===== src/rtl/bird_physics_if.sv =====
// bird_physics_if: frame/flap/collision inputs and Y/velocity/state outputs
// of the bird physics block, bundled for the renderer and collision logic.
//   master : drives i_Frame_end, i_Flap, i_Collision; observes the outputs
//   slave  : the bird_physics block itself
interface bird_physics_if #(
  parameter int VIS_H = 480,
  parameter int VEL_W = 6
);
  localparam int Y_W = $clog2(VIS_H);

  logic                    i_Frame_end;
  logic                    i_Flap;
  logic                    i_Collision;
  logic [Y_W-1:0]          o_Bird_Y;
  logic signed [VEL_W-1:0] o_Velocity;
  logic [1:0]              o_State;
  logic                    o_Game_over;

  modport master (
    output i_Frame_end, i_Flap, i_Collision,
    input  o_Bird_Y, o_Velocity, o_State, o_Game_over
  );

  modport slave (
    input  i_Frame_end, i_Flap, i_Collision,
    output o_Bird_Y, o_Velocity, o_State, o_Game_over
  );
endinterface


===== src/rtl/bird_physics.sv =====
// bird_physics: per-frame vertical motion and life-cycle controller for the
// player bird. Gravity/flap physics is applied once per i_Frame_end pulse;
// all outputs are registered.
// Ports:
//   i_Clk, i_Rst_n : clock, synchronous active-low reset
//   bus (slave)    : i_Frame_end, i_Flap, i_Collision in;
//                    o_Bird_Y, o_Velocity, o_State, o_Game_over out
// Optional build macro BIRD_HOVER_EN: bird bobs START_Y-2..START_Y while IDLE.
//
// state    | meaning
// ---------+-------------------------------------------------
// ST_IDLE  | waiting at spawn, flap edge launches
// ST_FLY   | gravity + flap impulses, ceiling clamp, floor kills
// ST_DYING | hit a pipe, gravity only until the floor
// ST_DEAD  | frozen, game over, flap edge respawns
module bird_physics #(
  parameter int VIS_H        = 480,
  parameter int BIRD_H       = 16,
  parameter int START_Y      = 232,
  parameter int GRAVITY      = 1,
  parameter int FLAP_IMPULSE = 8,
  parameter int MAX_FALL     = 10,
  parameter int VEL_W        = 6
) (
  input  logic          i_Clk,
  input  logic          i_Rst_n,
  bird_physics_if.slave bus
);
  localparam int Y_W = $clog2(VIS_H);
  localparam int S_W = Y_W + 2;
  localparam logic signed [S_W-1:0] FLOOR_S = S_W'(VIS_H - BIRD_H);
  localparam logic signed [S_W-1:0] GRAV_S  = S_W'(GRAVITY);
  localparam logic signed [S_W-1:0] MAXF_S  = S_W'(MAX_FALL);
  localparam logic signed [S_W-1:0] FLAP_S  = S_W'(FLAP_IMPULSE);
  localparam logic [Y_W-1:0]        START_U = Y_W'(START_Y);
  localparam logic [Y_W-1:0]        FLOOR_U = Y_W'(VIS_H - BIRD_H);

  typedef enum logic [1:0] {
    ST_IDLE  = 2'b00,
    ST_FLY   = 2'b01,
    ST_DYING = 2'b10,
    ST_DEAD  = 2'b11
  } state_e;

  state_e                  state_q, state_d;
  logic [Y_W-1:0]          y_q, y_d;
  logic signed [VEL_W-1:0] vel_q, vel_d;
  logic                    flap_prev_q;
  logic                    flap_pending_q, flap_pending_d;
  logic                    game_over_q;

  logic                    flap_edge;
  logic                    dying;
  logic signed [S_W-1:0]   vel_ext, y_ext, vel_grav_raw, vel_grav, vel_next, y_next;
  logic [Y_W-1:0]          idle_y;

  assign flap_edge    = bus.i_Flap & ~flap_prev_q;
  // A collision seen in the same cycle as a frame update already forces
  // the DYING rules for that update.
  assign dying        = (state_q == ST_DYING) || ((state_q == ST_FLY) && bus.i_Collision);
  assign vel_ext      = S_W'(vel_q);
  assign y_ext        = signed'({2'b00, y_q});
  assign vel_grav_raw = vel_ext + GRAV_S;
  assign vel_grav     = (vel_grav_raw > MAXF_S) ? MAXF_S : vel_grav_raw;
  assign vel_next     = (!dying && (flap_pending_q || flap_edge)) ? -FLAP_S : vel_grav;
  assign y_next       = y_ext + vel_next;

`ifdef BIRD_HOVER_EN
  logic [2:0] hover_cnt_q, hover_cnt_d;
  logic [1:0] hover_ph_q, hover_ph_d;
  logic [1:0] hover_off;

  // Phase 0..3 maps to offsets 0,-1,-2,-1; counters clear outside IDLE.
  always_comb begin
    hover_cnt_d = '0;
    hover_ph_d  = '0;
    if (state_q == ST_IDLE && !flap_edge) begin
      hover_cnt_d = hover_cnt_q;
      hover_ph_d  = hover_ph_q;
      if (bus.i_Frame_end) begin
        hover_cnt_d = hover_cnt_q + 3'd1;
        if (hover_cnt_q == 3'd7) hover_ph_d = hover_ph_q + 2'd1;
      end
    end
  end

  assign hover_off = (hover_ph_d == 2'd3) ? 2'd1 : hover_ph_d;
  assign idle_y    = START_U - {{(Y_W-2){1'b0}}, hover_off};

  always_ff @(posedge i_Clk) begin
    if (!i_Rst_n) begin
      hover_cnt_q <= '0;
      hover_ph_q  <= '0;
    end else begin
      hover_cnt_q <= hover_cnt_d;
      hover_ph_q  <= hover_ph_d;
    end
  end
`else
  assign idle_y = START_U;
`endif

  always_comb begin
    state_d        = state_q;
    y_d            = y_q;
    vel_d          = vel_q;
    flap_pending_d = flap_pending_q;
    unique case (state_q)
      ST_IDLE: begin
        vel_d = '0;
        if (flap_edge) begin
          // Pending flap survives so the first FLY update launches.
          state_d        = ST_FLY;
          flap_pending_d = 1'b1;
        end else begin
          y_d = idle_y;
        end
      end
      ST_FLY, ST_DYING: begin
        if (dying) begin
          state_d        = ST_DYING;
          flap_pending_d = 1'b0;
        end else if (bus.i_Frame_end) begin
          flap_pending_d = 1'b0;
        end else begin
          flap_pending_d = flap_pending_q | flap_edge;
        end
        if (bus.i_Frame_end) begin
          if (y_next < 0) begin
            y_d   = '0;
            vel_d = '0;
          end else if (y_next >= FLOOR_S) begin
            y_d     = FLOOR_U;
            vel_d   = '0;
            state_d = ST_DEAD;
          end else begin
            y_d   = y_next[Y_W-1:0];
            vel_d = vel_next[VEL_W-1:0];
          end
        end
      end
      ST_DEAD: begin
        if (flap_edge) begin
          state_d        = ST_IDLE;
          y_d            = START_U;
          vel_d          = '0;
          flap_pending_d = 1'b0;
        end
      end
      default: state_d = ST_IDLE;
    endcase
  end

  always_ff @(posedge i_Clk) begin
    if (!i_Rst_n) begin
      state_q        <= ST_IDLE;
      y_q            <= START_U;
      vel_q          <= '0;
      flap_prev_q    <= 1'b0;
      flap_pending_q <= 1'b0;
      game_over_q    <= 1'b0;
    end else begin
      state_q        <= state_d;
      y_q            <= y_d;
      vel_q          <= vel_d;
      flap_prev_q    <= bus.i_Flap;
      flap_pending_q <= flap_pending_d;
      game_over_q    <= (state_d == ST_DEAD);
    end
  end

  assign bus.o_Bird_Y    = y_q;
  assign bus.o_Velocity  = vel_q;
  assign bus.o_State     = state_q;
  assign bus.o_Game_over = game_over_q;
endmodule


===== src/flat_wrapper.sv =====
// flat-port wrapper written by rule: the top's interface ports become plain ports
module bird_physics_flat 
#(
  parameter int VIS_H        = 480,
  parameter int BIRD_H       = 16,
  parameter int START_Y      = 232,
  parameter int GRAVITY      = 1,
  parameter int FLAP_IMPULSE = 8,
  parameter int MAX_FALL     = 10,
  parameter int VEL_W        = 6
)
  (i_Clk, i_Rst_n, bus_i_Frame_end, bus_i_Flap, bus_i_Collision, bus_o_Bird_Y, bus_o_Velocity, bus_o_State, bus_o_Game_over);
  bird_physics_if #(.VIS_H(VIS_H), .VEL_W(VEL_W)) bus_i ();
  input  logic i_Clk;
  input  logic i_Rst_n;
  input wire logic [$bits(bus_i.i_Frame_end)-1:0] bus_i_Frame_end;
  input wire logic [$bits(bus_i.i_Flap)-1:0] bus_i_Flap;
  input wire logic [$bits(bus_i.i_Collision)-1:0] bus_i_Collision;
  output wire logic [$bits(bus_i.o_Bird_Y)-1:0] bus_o_Bird_Y;
  output wire logic [$bits(bus_i.o_Velocity)-1:0] bus_o_Velocity;
  output wire logic [$bits(bus_i.o_State)-1:0] bus_o_State;
  output wire logic [$bits(bus_i.o_Game_over)-1:0] bus_o_Game_over;
  assign bus_i.i_Frame_end = bus_i_Frame_end;
  assign bus_i.i_Flap = bus_i_Flap;
  assign bus_i.i_Collision = bus_i_Collision;
  assign bus_o_Bird_Y = bus_i.o_Bird_Y;
  assign bus_o_Velocity = bus_i.o_Velocity;
  assign bus_o_State = bus_i.o_State;
  assign bus_o_Game_over = bus_i.o_Game_over;
  bird_physics #(.VIS_H(VIS_H), .BIRD_H(BIRD_H), .START_Y(START_Y), .GRAVITY(GRAVITY), .FLAP_IMPULSE(FLAP_IMPULSE), .MAX_FALL(MAX_FALL), .VEL_W(VEL_W)) u_core (.i_Clk(i_Clk), .i_Rst_n(i_Rst_n), .bus(bus_i));
endmodule

===== config.mk =====
export PLATFORM = sky130hd
export DESIGN_NAME = bird_physics_flat
export DESIGN_NICKNAME = d
export VERILOG_FILES = /design/src/rtl/bird_physics_if.sv /design/src/rtl/bird_physics.sv /design/src/flat_wrapper.sv
export SDC_FILE = /design/constraint.sdc
export NUM_CORES = 1
export LEC_CHECK = 0
export ABC_AREA = 1
export BUFFER_PORTS_ARGS = -buffer_cell sky130_fd_sc_hd__buf_2
export CAP_MARGIN = 40
export CORE_ASPECT_RATIO = 1.4
export CORE_MARGIN = 2
export CORE_UTILIZATION = 48
export CTS_CLUSTER_SIZE = 12
export DETAILED_ROUTE_END_ITERATION = 10
export GPL_TIMING_DRIVEN = 0
export PLACE_DENSITY = 0.72
export SETUP_SLACK_MARGIN = 0.15
export SYNTH_ARGS = -nofsm -noshare
export SYNTH_HDL_FRONTEND = slang
export SYNTH_SLANG_ARGS = --single-unit

===== constraint.sdc =====
create_clock -name i_Clk -period 3.2 [get_ports i_Clk]
set_input_delay 0.64 -clock i_Clk [delete_from_list [all_inputs] [get_ports i_Clk]]
set_output_delay 0.64 -clock i_Clk [all_outputs]
set_load 0.02 [all_outputs]

# Word level (Yosys, flattened, before mapping)
# Index checks and enable logic that the tools add are counted.
# W data, S select, Z words.
[op_classes]
n_mul = 0
order_cmp = 3
n_reduce_logical = 10
eq_ne = 8
addsub = 2
n_mux = 25
bitwise_logic = 3
n_shift = 0
div_mod_pow = 0
[op_table]
columns = ["cell", "count"]
rows = [
  ["$mux W9", 5],
  ["$pmux W9 S3", 1],
  ["$mux W6", 4],
  ["$mux W11", 2],
  ["$pmux W6 S3", 1],
  ["$mux W2", 6],
  ["$add A10 B11 Y11", 1],
  ["$ge A11 B10 Y1 const B", 1],
  ["$gt A11 B5 Y1 const B", 1],
  ["$lt A11 B1 Y1 const B", 1],
  ["$add A6 B2 Y7 const B", 1],
  ["$eq A2 B2 Y1 const B", 3],
  ["$pmux W2 S3", 1],
  ["$mux W1", 4],
  ["$ne A2 B1 Y1 const B", 2],
  ["$ne A2 B2 Y1 const B", 2],
  ["$reduce_and A2 Y1", 2],
  ["$pmux W1 S3", 1],
  ["$reduce_and A3 Y1", 1],
  ["$eq A2 B1 Y1 const B", 1],
  ["$logic_and A1 B1 Y1", 2],
  ["$logic_not A2 Y1", 1],
  ["$logic_or A1 B1 Y1", 2],
  ["$reduce_or A2 Y1", 1],
  ["other kinds (4)", 4],
]
[totals]
wordCells = 57
out_inout_bits = 18
latchBits = 0
ff_bits = 20
mem_count = 0
ramBits = 0
in_bits = 5
romBits = 0

# Depth between registers and ports, before layout
[depth]
ltp_word = 13
ltp_mapped = 25
mapped_depth_nobuf = 25

# Worst setup path before layout
# OpenSTA, ideal clock, no wires.
[synth_timing]
path_kind = "flip-flop to flip-flop"
from = "reg u_core.state_q[1] (netlist: u_core.bus.o_State[1])"
to = "reg u_core.y_q[5] (netlist: u_core.bus.o_Bird_Y[5])"
path_stages_with_launch = 22
arrival_time_ns = 3.079
setup_ns = 0.128
n_path_buf = 1
setup_slack_ns = -0.006
required_time_ns = 3.072
period_less_slack_ns = 3.206
cell_sequence = "dfxtp_1 -> inv_1 -> ha_1 -> a21o_1 -> a21oi_4 -> inv_1 -> nand2_1 -> nor2_1 -> ha_1 -> fa_1 -> nand3_1 -> nand3_2 -> nand2_1 -> nand2_1 -> nand2_1 -> nand2_2 -> xor2_2 -> inv_2 -> nor2_4 -> buf_6 -> a21oi_1 -> o21ai_1"
[synth_between]
elab_chain_len = 12
word_cells_on_any_way = 21
classes_between = "add/sub (1); order compare (2); eq/ne (6); mux (5); reduce/logical (7)"
[synth_rtl]
columns = ["item", "line", "text"]
rows = [
  ["start: declaration", "bird_physics.sv:45", "state_e state_q, state_d;"],
  ["start signal: assignment", "bird_physics.sv:163", "state_q <= state_d;"],
  ["$eq A2 B1 Y1", "bird_physics.sv:60, bird_physics.sv:108", ""],
  ["$logic_and A1 B1 Y1", "bird_physics.sv:60", "assign dying = (state_q == ST_DYING) || ((state_q == ST_FLY) && bus.i_Collision);"],
  ["$logic_or A1 B1 Y1", "bird_physics.sv:60", ""],
  ["$logic_not A1 Y1", "bird_physics.sv:65", "assign vel_next = (!dying && (flap_pending_q || flap_edge)) ? -FLAP_S : vel_grav;"],
  ["$logic_and A1 B1 Y1", "bird_physics.sv:65", ""],
  ["$mux W11", "bird_physics.sv:65", ""],
  ["$add A10 B11 Y11", "bird_physics.sv:66", "assign y_next = y_ext + vel_next;"],
  ["$ge A11 B10 Y1", "bird_physics.sv:132", "end else if (y_next >= FLOOR_S) begin"],
  ["$mux W9", "bird_physics.sv:132", ""],
  ["$mux W9", "bird_physics.sv:129", "if (y_next < 0) begin"],
  ["$mux W9", "bird_physics.sv:128", "if (bus.i_Frame_end) begin"],
  ["$pmux W9 S3", "bird_physics.sv:108", "unique case (state_q)"],
  ["end signal: assignment", "bird_physics.sv:164", "y_q <= y_d;"],
  ["end: declaration", "bird_physics.sv:46", "logic [Y_W-1:0] y_q, y_d;"],
]
# Several ways; a longest one is shown, not always the timed one. The select of a mux whose other input is x is not followed.
# A chain may end at the register's enable or synchronous reset.

# Worst setup path in the final report
[layout_timing]
from = "reg u_core.vel_q[1] (netlist: u_core.bus.o_Velocity[1])"
to = "reg u_core.y_q[0] (netlist: u_core.bus.o_Bird_Y[0])"
[layout_between]
elab_chain_len = 10
word_cells_on_any_way = 11
classes_between = "add/sub (2); order compare (3); mux (6)"
[layout_rtl]
columns = ["item", "line", "text"]
rows = [
  ["start: declaration", "bird_physics.sv:47", "logic signed [VEL_W-1:0] vel_q, vel_d;"],
  ["start signal: assignment", "bird_physics.sv:165", "vel_q <= vel_d;"],
  ["$add A6 B2 Y7 (*)", "bird_physics.sv:63", "assign vel_grav_raw = vel_ext + GRAV_S;"],
  ["$gt A11 B5 Y1", "bird_physics.sv:64", "assign vel_grav = (vel_grav_raw > MAXF_S) ? MAXF_S : vel_grav_raw;"],
  ["$mux W11 (*)", "bird_physics.sv:64", ""],
  ["$mux W11 (*)", "bird_physics.sv:65", ""],
  ["$add A10 B11 Y11 (*)", "bird_physics.sv:66", ""],
  ["$ge A11 B10 Y1", "bird_physics.sv:132", ""],
  ["$mux W9", "bird_physics.sv:132", ""],
  ["$mux W9 (*)", "bird_physics.sv:129", ""],
  ["$mux W9 (*)", "bird_physics.sv:128", ""],
  ["$pmux W9 S3 (*)", "bird_physics.sv:108", ""],
]
# Every way passes the cells marked *; elsewhere a longest branch is shown, timed or not. The select of a mux whose other input is x is not followed.

==> metrics.md <==
| Metric | Value |
|---|---|
| Setup repair after global routing missed its margin | yes |
| Share of layout cells above drive strength 1 | 40.9% |
| Shortest period the worst path allows | about 3.2 ns |
| Via-per-instance ratio | 5.30 |
| Synthesized netlist net count | 276 |
| Avg WL per Cell | 13.4 um |
| Reported max-cap violation count | 0 |
| Sequential-to-total area share from yosys stat | 23.8% |
| Initial core utilization | 49.8% |
| Violation count after the first detailed-route iteration | 62 |
| Grt peak-use layer | met2 |
| Period utilisation layout | 100% |
| Number of antenna violations at the first check in global routing | 0 |
| Fmax | 312 MHz |
| Critical path fanouts, max | 5 |
| Critical path class | register to register |
| CP required | 3.38 ns |
| CTS hold repair buffers | 0 |
| Detailed-route via count | approximately 1800 |
| Nets | 323 |
| Warning count from the yosys run | 0 |
| Count of clock tree sinks | 20 |
| Crit end category | register |
| Clock tree root driver cell | sky130_fd_sc_hd__clkbuf_8 |
| Transition time at the pin with the least slew margin | 0.700 ns |
| Worst EP arrival | 3.39 ns |
| Layout Skew | 0.00414 ns |
| Antenna viol nets, final | 0 |
| Placed standard-cell area | 1850 um^2 |
| Synth Flop Type | sky130_fd_sc_hd__dfxtp_1 |
| Number of buffers between clock root and the deepest sink | 2 |
| Routing usage on met1 | 24.7% |
| Hold Worst Slack | 0.499 ns |
| Chip Height | roughly 74 um |
| Clock-pin slew reported for the worst setup and hold paths after clock tree synthesis | 0.08 ns |
| Total wire length after detailed routing | 4540 um |
| Status | finished, violations left |
| Number of CTS-inserted buffers | 3 |
| Detailed-router iteration count before antenna repair | 4 |
| Leading post-synthesis cells by cell area | sky130_fd_sc_hd__dfxtp_1 24%, sky130_fd_sc_hd__ha_1 13%, sky130_fd_sc_hd__nand2_1 13%, sky130_fd_sc_hd__inv_1 8.3%, sky130_fd_sc_hd__a21oi_1 5.9% |
| Synth cell count leaders | 60 x sky130_fd_sc_hd__nand2_1, 37 x sky130_fd_sc_hd__inv_1, 20 x sky130_fd_sc_hd__a21oi_1, 20 x sky130_fd_sc_hd__dfxtp_1, 20 x sky130_fd_sc_hd__nor2_1 |
| Global placer's final weighted congestion | 0.851 |
| Worst min-delay path category | register to register |
| Number of global-route vias before repair | 1556 |
| Count of buffers inserted at the top-level ports | 22 |
| Standard-cell rows | 25 |
| # diodes | 0 |
| Pwr/cell area | 488 nW/um^2 |
| Portion of synthesized cell area occupied by the leading cell type | 23.8% |
| Violations in the final reports | setup timing |
| Post-synthesis cell type count | 32 |
| Slack of the critical path | -0.00804 ns |
| Wire length of the first global-routing pass | 6460 um |
| Yosys reg bits | 20 |
| Signed area change from the synthesized netlist to the final layout | 39.8% |
| Mean area per synthesized cell | 6.68 um^2 |
| Count of endpoints failing hold in the final timing report | 0 |
| Cell count after synthesis | 252 |
| I/O pins | 23 |
| Total global-route track usage | a little over a fifth |
| Worst-skew pair later-pin latency | approximately 0.26 ns |
| Number of max-slew violations in the final report | 0 |
| GR Layer Usage met3 | 2.21% |
| Most frequent cell after synthesis | sky130_fd_sc_hd__nand2_1 |
| Number of DRC violations after detailed routing | 0 |
| CTS tree | done |
| Residual overflow from global routing | 0 |
| Leakage power | between 1 and 1.5 nW |
| Relative slew margins | 53.2% |
| Pin count of the biggest net entering global routing | 12 |
| Area of the die | 4000 um^2 |
| Area leader, netlist | sky130_fd_sc_hd__dfxtp_1 |
| Total of endpoints with negative setup slack in the final report | 1 |
| H-tree levels | 1 |
| Total core area | 3380 um^2 |
| Final HPWL from detailed placement | 3000 um |
| Fraction of registers with async set or reset after synthesis | 0% |
| Worst vdd rail ir drop | roughly 410 uV |
| Cell Area, Synth | between 1500 and 2000 um^2 |
| Die width | 54.0 um |
| Final standard cell area without fillers | roughly 2400 um^2 |
| Count of flip-flops with a built-in enable after synthesis | 0 |
| Global-route met2 utilization | 40.2% |
| Kind of start point of the critical path | register |
kinds of logic (layout without fill, tap and decap cells):
kind of cell,after synthesis,after routing,share of synthesized area [%]
and+or+nand+nor,123,123,34.0
AOI/OAI and AO/OA,42,42,13.8
buffers and inverters,42,88,9.89
DFF,20,20,23.8
adders and majority gates,19,19,14.6
xor gates and xnor gates,6,6,4.02
cell type report:
type,instances,area [um^2]
multi-input cells,190,1400
flip-flops and latches,20,414
well taps,40,50.0
plain buffers,4,23.8
repair buffers,42,264
clock buffers,4,55.1
fillers,282,1030
inverters,38,143
through the flow:
stage | TNS (ns) | cells | util [%] | setup WS [ns] | total power, W
global placement | -3.13 | 314 | 54.9 | -0.227 | 0.000761
finish | -0.00804 | 338 | 69.6 | -0.00804 | 0.00115
global route | -2.44 | 338 | 69.6 | -0.239 | 0.00122
floorplan | 0 | 252 | - | 0.153 | 0.000670
CTS | 0 | 331 | 63.2 | 0.112 | 0.00104
detailed placement | -3.79 | 314 | 54.9 | -0.269 | 0.000767
sequential cells by signal, indices dropped and copies added (netlist names):
register	flops
u_core.bus.o_Bird_Y	9
u_core.bus.o_Velocity	6
u_core.bus.o_State	2
u_core.bus.o_Game_over	1
u_core.flap_pending_q	1
u_core.flap_prev_q	1
cells in the final DEF (no fill, tap or decap), types with 2 or more instances in the layout:
cell type,netlist,final
sky130_fd_sc_hd__nand2_1,60,47
sky130_fd_sc_hd__inv_1,37,32
sky130_fd_sc_hd__buf_2,1,23
sky130_fd_sc_hd__buf_4,0,19
sky130_fd_sc_hd__a21oi_1,20,16
sky130_fd_sc_hd__dfxtp_1,20,15
sky130_fd_sc_hd__nor2_1,20,14
sky130_fd_sc_hd__nand2_2,5,13
sky130_fd_sc_hd__ha_1,18,12
sky130_fd_sc_hd__nand3_1,19,10
sky130_fd_sc_hd__nand3_2,2,10
sky130_fd_sc_hd__o21ai_0,12,8
sky130_fd_sc_hd__inv_2,1,6
sky130_fd_sc_hd__nor2_4,1,6
sky130_fd_sc_hd__ha_4,0,6
sky130_fd_sc_hd__nand2_4,0,5
sky130_fd_sc_hd__o21ai_1,4,5
sky130_fd_sc_hd__nand4_1,5,5
sky130_fd_sc_hd__a21oi_2,1,4
sky130_fd_sc_hd__clkbuf_8,0,4
sky130_fd_sc_hd__nor2_2,2,3
sky130_fd_sc_hd__xor2_1,3,3
sky130_fd_sc_hd__o21ai_2,0,3
sky130_fd_sc_hd__dfxtp_4,0,3
sky130_fd_sc_hd__a21oi_4,1,2
sky130_fd_sc_hd__nor3_4,0,2
sky130_fd_sc_hd__clkbuf_1,2,2
sky130_fd_sc_hd__a31oi_1,2,2
sky130_fd_sc_hd__xor2_2,2,2
sky130_fd_sc_hd__buf_6,1,2
sky130_fd_sc_hd__or2_2,3,2
sky130_fd_sc_hd__dfxtp_2,0,2
final timing paths:
check                                               to                     start  slack [ns]  cells past startpoint
worst max register to register  u_core.bus.o_Bird_Y[0]  u_core.bus.o_Velocity[1]      -0.008                     21
worst max-delay path            u_core.bus.o_Bird_Y[0]  u_core.bus.o_Velocity[1]      -0.008                     21
worst min register to register  u_core.bus.o_Bird_Y[4]    u_core.bus.o_Bird_Y[4]        0.50                      2
worst min-delay path            u_core.bus.o_Bird_Y[4]    u_core.bus.o_Bird_Y[4]        0.50                      2
worst max-delay path, stage by stage (launching register included):
cell	delay (ns)
sky130_fd_sc_hd__dfxtp_4	0.38
sky130_fd_sc_hd__inv_2	0.05
sky130_fd_sc_hd__ha_4	0.26
sky130_fd_sc_hd__nor2_1	0.04
sky130_fd_sc_hd__o21ai_1	0.15
sky130_fd_sc_hd__o21ai_2	0.08
sky130_fd_sc_hd__o21ai_2	0.18
sky130_fd_sc_hd__nand2_4	0.10
sky130_fd_sc_hd__or2_4	0.28
sky130_fd_sc_hd__ha_4	0.30
sky130_fd_sc_hd__nand2_4	0.07
sky130_fd_sc_hd__nor2_4	0.12
sky130_fd_sc_hd__nand2_2	0.06
sky130_fd_sc_hd__nand3_2	0.07
sky130_fd_sc_hd__nand2_2	0.05
sky130_fd_sc_hd__nand2_2	0.07
sky130_fd_sc_hd__xor2_2	0.17
sky130_fd_sc_hd__nand2_2	0.12
sky130_fd_sc_hd__nor2_4	0.18
sky130_fd_sc_hd__buf_6	0.15
sky130_fd_sc_hd__nand4_1	0.08
sky130_fd_sc_hd__a21oi_1	0.18
power breakdown:
| part | internal (W) | switching (W) | total (W) | leakage [nW] |
|---|---|---|---|---|
| sequential | 0.000263 | 0.0000173 | 0.000281 | 0.166 |
| combinational | 0.000268 | 0.000401 | 0.000669 | 0.940 |
| clock | 0.000110 | 0.0000891 | 0.000199 | 0.0288 |
| total | 0.000641 | 0.000508 | 0.00115 | 1.14 |
layer usage:
metal	part of all wire (%)	up-vias	wire length, um
li1	-	907	-
met1	41	831	1850
met2	55	44	2470
met3	3.2	8	146
met4	1.4	0	65
met5	0	-	0
timing repair:
item,4_1_cts,5_1_grt
cloned,1,0
setup buffers,12,7
pin swaps,16,30
gates resized for setup,32,42
setup endpoints to repair,18,18
Power figures use the tool's default switching activity.
